### src/rtl/alu_pkg.sv
// rtl/alu_pkg.sv - ALU control codes, ALUOp encodings and funct field constants
package alu_pkg;

   localparam logic [2:0] CTRL_AND = 3'b000;
   localparam logic [2:0] CTRL_XOR = 3'b001;
   localparam logic [2:0] CTRL_SLL = 3'b010;
   localparam logic [2:0] CTRL_ADD = 3'b011;
   localparam logic [2:0] CTRL_SUB = 3'b100;
   localparam logic [2:0] CTRL_MUL = 3'b101;
   localparam logic [2:0] CTRL_SRA = 3'b110;
   localparam logic [2:0] CTRL_NOP = 3'b111;

   localparam logic [1:0] ALUOP_MEM = 2'b00;
   localparam logic [1:0] ALUOP_BR  = 2'b01;
   localparam logic [1:0] ALUOP_R   = 2'b10;
   localparam logic [1:0] ALUOP_I   = 2'b11;

   localparam logic [6:0] F7_BASE = 7'b0000000;
   localparam logic [6:0] F7_ALT  = 7'b0100000;
   localparam logic [6:0] F7_MUL  = 7'b0000001;

   localparam logic [2:0] F3_ADD = 3'b000;
   localparam logic [2:0] F3_SLL = 3'b001;
   localparam logic [2:0] F3_XOR = 3'b100;
   localparam logic [2:0] F3_SR  = 3'b101;
   localparam logic [2:0] F3_AND = 3'b111;

   typedef struct packed {
      logic [2:0] ctrl;
      logic       illegal;
   } dec_t;

endpackage

### src/rtl/alu_ctrl_stage_if.sv
// rtl/alu_ctrl_stage_if.sv - decode-side and EX-side handshake bundle of the ALU control stage
interface alu_ctrl_stage_if #(
   parameter int DATA_W = 32,
   parameter int CNT_W  = 8
);
   logic              valid_i;
   logic              ready_o;
   logic [1:0]        ALUOp_i;
   logic [6:0]        funct7_i;
   logic [2:0]        funct3_i;
   logic              ALUSrc_i;
   logic [DATA_W-1:0] rs1_data_i;
   logic [DATA_W-1:0] rs2_data_i;
   logic [DATA_W-1:0] imm_i;
   logic              flush_i;
   logic              valid_o;
   logic              ready_i;
   logic [2:0]        ALUCtrl_o;
   logic [DATA_W-1:0] data1_o;
   logic [DATA_W-1:0] data2_o;
   logic              illegal_o;
   logic [CNT_W-1:0]  illegal_cnt_o;

   modport slave (
      input  valid_i, ALUOp_i, funct7_i, funct3_i, ALUSrc_i,
             rs1_data_i, rs2_data_i, imm_i, flush_i, ready_i,
      output ready_o, valid_o, ALUCtrl_o, data1_o, data2_o,
             illegal_o, illegal_cnt_o
   );

   modport master (
      output valid_i, ALUOp_i, funct7_i, funct3_i, ALUSrc_i,
             rs1_data_i, rs2_data_i, imm_i, flush_i, ready_i,
      input  ready_o, valid_o, ALUCtrl_o, data1_o, data2_o,
             illegal_o, illegal_cnt_o
   );
endinterface

### src/rtl/alu_ctrl_dec.sv
// rtl/alu_ctrl_dec.sv - combinational ALUOp/funct7/funct3 to ALU control code decoder
module alu_ctrl_dec
   import alu_pkg::*;
(
   input  logic [1:0] alu_op_i,
   input  logic [6:0] funct7_i,
   input  logic [2:0] funct3_i,
   output dec_t       dec_o
);

   always_comb begin
      dec_o = '{ctrl: CTRL_NOP, illegal: 1'b1};
      case (alu_op_i)
         ALUOP_MEM: dec_o = '{ctrl: CTRL_ADD, illegal: 1'b0};
         ALUOP_BR:  dec_o = '{ctrl: CTRL_SUB, illegal: 1'b0};
         ALUOP_R: begin
            case ({funct7_i, funct3_i})
               {F7_BASE, F3_AND}: dec_o = '{ctrl: CTRL_AND, illegal: 1'b0};
               {F7_BASE, F3_XOR}: dec_o = '{ctrl: CTRL_XOR, illegal: 1'b0};
               {F7_BASE, F3_SLL}: dec_o = '{ctrl: CTRL_SLL, illegal: 1'b0};
               {F7_BASE, F3_ADD}: dec_o = '{ctrl: CTRL_ADD, illegal: 1'b0};
               {F7_ALT,  F3_ADD}: dec_o = '{ctrl: CTRL_SUB, illegal: 1'b0};
               {F7_MUL,  F3_ADD}: dec_o = '{ctrl: CTRL_MUL, illegal: 1'b0};
               default:           dec_o = '{ctrl: CTRL_NOP, illegal: 1'b1};
            endcase
         end
         ALUOP_I: begin
            // addi ignores funct7 because those bits belong to the immediate
            if (funct3_i == F3_ADD) begin
               dec_o = '{ctrl: CTRL_ADD, illegal: 1'b0};
            end else if (funct3_i == F3_SR && funct7_i == F7_ALT) begin
               dec_o = '{ctrl: CTRL_SRA, illegal: 1'b0};
            end
         end
         default: dec_o = '{ctrl: CTRL_NOP, illegal: 1'b1};
      endcase
   end

endmodule

### src/rtl/alu_ctrl_stage.sv
// rtl/alu_ctrl_stage.sv - ALU op decode, operand select and ID/EX issue register with flush and illegal-op count
module alu_ctrl_stage
   import alu_pkg::*;
#(
   parameter int DATA_W = 32,
   parameter int CNT_W  = 8
) (
   input  logic              clk_i,
   input  logic              rst_i,
   alu_ctrl_stage_if.slave   bus
);

   localparam logic [CNT_W-1:0] CNT_MAX = '1;

   dec_t              dec;
   logic              ready;
   logic              accept;
   logic              valid_q,   valid_d;
   logic              illegal_q, illegal_d;
   logic [2:0]        ctrl_q,    ctrl_d;
   logic [DATA_W-1:0] data1_q,   data1_d;
   logic [DATA_W-1:0] data2_q,   data2_d;
   logic [CNT_W-1:0]  cnt_q,     cnt_d;

   alu_ctrl_dec u_dec (
      .alu_op_i (bus.ALUOp_i),
      .funct7_i (bus.funct7_i),
      .funct3_i (bus.funct3_i),
      .dec_o    (dec)
   );

   assign ready  = !valid_q || bus.ready_i;
   assign accept = bus.valid_i && ready && !bus.flush_i;

   always_comb begin
      valid_d   = valid_q;
      illegal_d = illegal_q;
      ctrl_d    = ctrl_q;
      data1_d   = data1_q;
      data2_d   = data2_q;
      cnt_d     = cnt_q;
      if (bus.flush_i) begin
         valid_d   = 1'b0;
         illegal_d = 1'b0;
      end else if (accept) begin
         valid_d   = 1'b1;
         illegal_d = dec.illegal;
         ctrl_d    = dec.ctrl;
         data1_d   = bus.rs1_data_i;
         data2_d   = bus.ALUSrc_i ? bus.imm_i : bus.rs2_data_i;
      end else if (bus.ready_i) begin
         valid_d   = 1'b0;
         illegal_d = 1'b0;
      end
      // counter survives flush; only accepted illegal ops advance it
      if (accept && dec.illegal && cnt_q != CNT_MAX) begin
         cnt_d = cnt_q + CNT_W'(1);
      end
   end

   always_ff @(posedge clk_i or negedge rst_i) begin
      if (!rst_i) begin
         valid_q   <= 1'b0;
         illegal_q <= 1'b0;
         ctrl_q    <= CTRL_NOP;
         data1_q   <= '0;
         data2_q   <= '0;
         cnt_q     <= '0;
      end else begin
         valid_q   <= valid_d;
         illegal_q <= illegal_d;
         ctrl_q    <= ctrl_d;
         data1_q   <= data1_d;
         data2_q   <= data2_d;
         cnt_q     <= cnt_d;
      end
   end

   assign bus.ready_o       = ready;
   assign bus.valid_o       = valid_q;
   assign bus.illegal_o     = illegal_q;
   assign bus.ALUCtrl_o     = ctrl_q;
   assign bus.data1_o       = data1_q;
   assign bus.data2_o       = data2_q;
   assign bus.illegal_cnt_o = cnt_q;

endmodule

### src/flat_wrapper.sv
// flat-port wrapper written by rule: the top's interface ports become plain ports
module alu_ctrl_stage_flat import alu_pkg::*;
#(
   parameter int DATA_W = 32,
   parameter int CNT_W  = 8
)
  (clk_i, rst_i, bus_valid_i, bus_ALUOp_i, bus_funct7_i, bus_funct3_i, bus_ALUSrc_i, bus_rs1_data_i, bus_rs2_data_i, bus_imm_i, bus_flush_i, bus_ready_i, bus_ready_o, bus_valid_o, bus_ALUCtrl_o, bus_data1_o, bus_data2_o, bus_illegal_o, bus_illegal_cnt_o);
  alu_ctrl_stage_if #(.DATA_W(DATA_W), .CNT_W(CNT_W)) bus_i ();
  input  logic clk_i;
  input  logic rst_i;
  input wire logic [$bits(bus_i.valid_i)-1:0] bus_valid_i;
  input wire logic [$bits(bus_i.ALUOp_i)-1:0] bus_ALUOp_i;
  input wire logic [$bits(bus_i.funct7_i)-1:0] bus_funct7_i;
  input wire logic [$bits(bus_i.funct3_i)-1:0] bus_funct3_i;
  input wire logic [$bits(bus_i.ALUSrc_i)-1:0] bus_ALUSrc_i;
  input wire logic [$bits(bus_i.rs1_data_i)-1:0] bus_rs1_data_i;
  input wire logic [$bits(bus_i.rs2_data_i)-1:0] bus_rs2_data_i;
  input wire logic [$bits(bus_i.imm_i)-1:0] bus_imm_i;
  input wire logic [$bits(bus_i.flush_i)-1:0] bus_flush_i;
  input wire logic [$bits(bus_i.ready_i)-1:0] bus_ready_i;
  output wire logic [$bits(bus_i.ready_o)-1:0] bus_ready_o;
  output wire logic [$bits(bus_i.valid_o)-1:0] bus_valid_o;
  output wire logic [$bits(bus_i.ALUCtrl_o)-1:0] bus_ALUCtrl_o;
  output wire logic [$bits(bus_i.data1_o)-1:0] bus_data1_o;
  output wire logic [$bits(bus_i.data2_o)-1:0] bus_data2_o;
  output wire logic [$bits(bus_i.illegal_o)-1:0] bus_illegal_o;
  output wire logic [$bits(bus_i.illegal_cnt_o)-1:0] bus_illegal_cnt_o;
  assign bus_i.valid_i = bus_valid_i;
  assign bus_i.ALUOp_i = bus_ALUOp_i;
  assign bus_i.funct7_i = bus_funct7_i;
  assign bus_i.funct3_i = bus_funct3_i;
  assign bus_i.ALUSrc_i = bus_ALUSrc_i;
  assign bus_i.rs1_data_i = bus_rs1_data_i;
  assign bus_i.rs2_data_i = bus_rs2_data_i;
  assign bus_i.imm_i = bus_imm_i;
  assign bus_i.flush_i = bus_flush_i;
  assign bus_i.ready_i = bus_ready_i;
  assign bus_ready_o = bus_i.ready_o;
  assign bus_valid_o = bus_i.valid_o;
  assign bus_ALUCtrl_o = bus_i.ALUCtrl_o;
  assign bus_data1_o = bus_i.data1_o;
  assign bus_data2_o = bus_i.data2_o;
  assign bus_illegal_o = bus_i.illegal_o;
  assign bus_illegal_cnt_o = bus_i.illegal_cnt_o;
  alu_ctrl_stage #(.DATA_W(DATA_W), .CNT_W(CNT_W)) u_core (.clk_i(clk_i), .rst_i(rst_i), .bus(bus_i));
endmodule
### config.mk
export PLATFORM = sky130hd
export DESIGN_NAME = alu_ctrl_stage_flat
export DESIGN_NICKNAME = d
export VERILOG_FILES = /design/src/rtl/alu_pkg.sv /design/src/rtl/alu_ctrl_stage_if.sv /design/src/rtl/alu_ctrl_dec.sv /design/src/rtl/alu_ctrl_stage.sv /design/src/flat_wrapper.sv
export SDC_FILE = /design/constraint.sdc
export NUM_CORES = 1
export LEC_CHECK = 0
export ABC_AREA = 0
export BUFFER_PORTS_ARGS = -buffer_cell sky130_fd_sc_hd__buf_2
export CORE_ASPECT_RATIO = 0.7
export CORE_MARGIN = 2
export CORE_UTILIZATION = 38
export CTS_BUF_LIST = sky130_fd_sc_hd__clkbuf_8 sky130_fd_sc_hd__clkbuf_16
export CTS_CLUSTER_SIZE = 16
export DETAILED_ROUTE_END_ITERATION = 16
export PLACE_DENSITY = 0.74
export SLEW_MARGIN = 25
export SYNTH_ARGS = -nofsm -noshare
export SYNTH_HDL_FRONTEND = slang
export SYNTH_SLANG_ARGS = --single-unit
### constraint.sdc
create_clock -name clk_i -period 2 [get_ports clk_i]
set_clock_uncertainty 0.15 [all_clocks]
set_input_delay 0.1 -clock clk_i [delete_from_list [all_inputs] [get_ports clk_i]]
set_output_delay 0.1 -clock clk_i [all_outputs]
set_load 0.01 [all_outputs]
==> results.md <==
* Final setup TNS at 0 ns
* Share of cells above drive strength 1 at 0.443
* Placement Setup Slack at 0.0908 ns
* Final Max Slew Viols at 0
* CTS clk-pin slew, worst paths at 0.06 ns
* Top Layer Used: met4
* WP data arrival at 1.93 ns
* Crit-path max FO at 3
* Core Area at 9030 sq um
* Post-synthesis cell count at between 200 and 300
* # port buffers at 191
* ANT nets after route at 0
* Final worst slack at 0.132 ns
* Status: completed
* Synth top area cells: dfrtp_1 (52%), mux2_2 (11%), mux2i_1 (9.1%)
* Number of global-route vias before repair at roughly 3700
* Unrepaired setup endpoints after global routing: no
* Initial antenna violation count at 0
* LEAKAGE at 2.87 nW
* Met1 Wirelength at 4540 microns
* Dpl hpwl at 6830 microns
* Post-synthesis cell type count at 42
* Placed Area at around 4700 sq um
* H-tree levels at 3
* Clock sink count at 77
* Met3 WL at 992 microns
* Syn_area_per_cell at 11.8 sq um
* Tot GR Track Use at 0.235
* Vias post-DR at 3481
* NumNets Final at 708
* Tcrit/Tclk final at 0.934
* Root buffer cell: clkbuf_16
* First-pass GRT wire length at 18600 microns
* Die Ht at 84.7 microns
* Leading area contributor after synthesis: dfrtp_1
* Critical Path RT at about 2.1 ns
* PD cells at 799 nW/um^2
* EDFF count, synth at 0
* Routed wl met2 at 5590 microns
* Via/cell ratio at a little under 5
* Synth top area share at 0.524
* Fin area at 5970 sq um
* Max Fclk at approximately 540 MHz
* Routed WL at 11300 microns
* CTS tree: done
* Setup crit end kind: flop
* Routed len/inst at 15.6 microns
* Setup Viol. Count Final at 0
* Crit-path slowest cell: dfrtp_1
* Clock Path Buffers at 2
* Synth async-reset ratio at 1.00
* Critical Path Max Stage Delay at around 0.38 ns
* FILL cells at 672
* Initial Util at 0.391
* Chip Width at approximately 120 microns
* Crit path kind: flop to flop
* Clk_lat worst skew at 0.33 ns
* Final weighted congestion in routability-driven placement at 0.867
* Synth Warn # at 0
* Full die area at 10100 sq um
* DRT iter0 DRCs at 207
* Max IR drop VDD at 0.599 mV
* Post-Syn Nets at 413
* Synth-to-layout area growth at 69.1%
* Drt drc at 0
* Largest net degree at the start of global routing at 52
* Slew headroom at 0.658
* Post-synthesis sequential area ratio at 0.547
* Row cnt at 29
* Cell area after synthesis at about 3500 sq um
* Synthesized flop and latch total at 77
* Synth Flop Type: dfrtp_1
* GRT overflow at 0
* Tmin final at 1.87 ns
* Startpoint types: flop
* Flip-flop and latch area at 1930 sq um
* # IOs at 192
* HP Class: primary input to flop
* Pwr Total at 4.77 mW
* Critical-path cell list: nor2b_1 > nor3b_2 > o2111a_1 > o21ai_4 > nor2b_2 > mux2_4
* Max cap viols at 0
* Num CTS Buffers at 9
* Worst-Margin Slew at 0.513 ns
* Multi-input gate area at 1500 sq um
* 1st-pass router iterations at 4
* Final hold vios at 0
* Final hold slack at roughly 0.045 ns
* Antenna diode count at 0
[routing by layer]
metal	track usage	up-vias
li1	-	1644
met3	0.0890	18
met5	0	-
met1	0.269	1656
met4	0.0606	0
met2	0.415	163
[through the flow]
step / std cells / utilization
after floorplan: 298 / -
after CTS: 722 / 0.659
final: 722 / 0.661
after global routing: 722 / 0.661
after detailed placement: 605 / 0.517
after global placement: 605 / 0.517
[cells in the mapped netlist (3+ instances only)]
master	n
a21oi_1	35
dfstp_2	3
clkbuf_1	9
nand2_1	7
nor3_1	3
xor2_1	7
nand3_1	3
and3_1	3
nor2_1	41
nand2b_1	4
mux2i_1	32
nand4_1	3
inv_1	4
buf_2	5
dfrtp_1	74
mux2_2	33
[worst max-delay path, delay by kind of cell (launching register included)]
kind             cells  cell delay, ns
AND/OR/NAND/NOR      3            0.56
flip-flops           1            0.38
AO/OA/AOI/OAI        2            0.35
multiplexers         1            0.31
[where the power goes]
part           switching, mW  total, mW  internal (mW)  leakage [nW]
Sequential             0.191       2.03           1.84         0.889
Clock                  0.613       1.44          0.829         0.127
Combinational          0.613       1.29          0.679          1.86
Total                   1.42       4.77           3.35          2.87
[worst paths after layout]
check | to | cells after the start | slack, ns | start
min in group asynchronous | u_core.bus.illegal_cnt_o[4] | 2 | 0.13 | rst_i
setup / recovery | u_core.bus.illegal_cnt_o[1] | 6 | 0.13 | u_core.bus.valid_o
setup reg to reg | u_core.bus.illegal_cnt_o[1] | 6 | 0.13 | u_core.bus.valid_o
max in group asynchronous | u_core.bus.data1_o[13] | 3 | 0.97 | rst_i
hold reg to reg | u_core.bus.data1_o[4] | 1 | 0.35 | u_core.bus.data1_o[4]
hold / removal | u_core.bus.ALUCtrl_o[1] | 3 | 0.04 | bus_ALUOp_i[0]
[logic make-up after synthesis]
| group | share of synthesized area |
|---|---|
| AOI/OAI and AO/OA | 0.0882 |
| and+or+nand+nor | 0.100 |
| buffers and inverters | 0.0315 |
| muxes | 0.204 |
| adders and majority gates | 0.00638 |
| xor gates and xnor gates | 0.0223 |
| DFF | 0.547 |
[flip-flops by register name, summed over array words and instances (netlist names)]
register and cells:
u_core.bus.data2_o 32, u_core.bus.illegal_cnt_o 8, u_core.bus.ALUCtrl_o 3, u_core.bus.illegal_o 1
u_core.bus.valid_o 1, u_core.bus.data1_o 32
[placed cells by master, fill, tap and decap left out, types with 2 or more instances in the layout]
cell type,n
buf_2,190
dlygate4sd3_1,101
dfrtp_1,74
nor2_1,41
a21oi_1,35
mux2_2,33
mux2i_1,32
clkbuf_16,9
buf_4,8
nand2_1,7
xor2_1,7
inv_1,4
nand2b_1,4
clkinv_2,4
buf_12,4
nand3_1,3
nand4_1,3
and3_1,3
clkinvlp_4,3
dfstp_2,3
nor3_1,2
xnor2_1,2
o21ai_0,2
a31oi_1,2
nor3_2,2
mux2_4,2
[final cells by class]
class,count,area share
clock buffer,9,0.0377
clock inverter,7,0.00713
inverter,4,0.00252
multi-input combinational,198,0.251
sequential,77,0.323
tap,124,0.0260
timing repair buffer,303,0.352
[timing repair]
action,in CTS,in global routing
hold buffers,101,0
setup endpoints to repair,0,18
gates resized for setup,0,4
endpoints found under the hold margin,101,0
setup buffers,0,0
No activity file was read; power rests on OpenSTA's default activity.
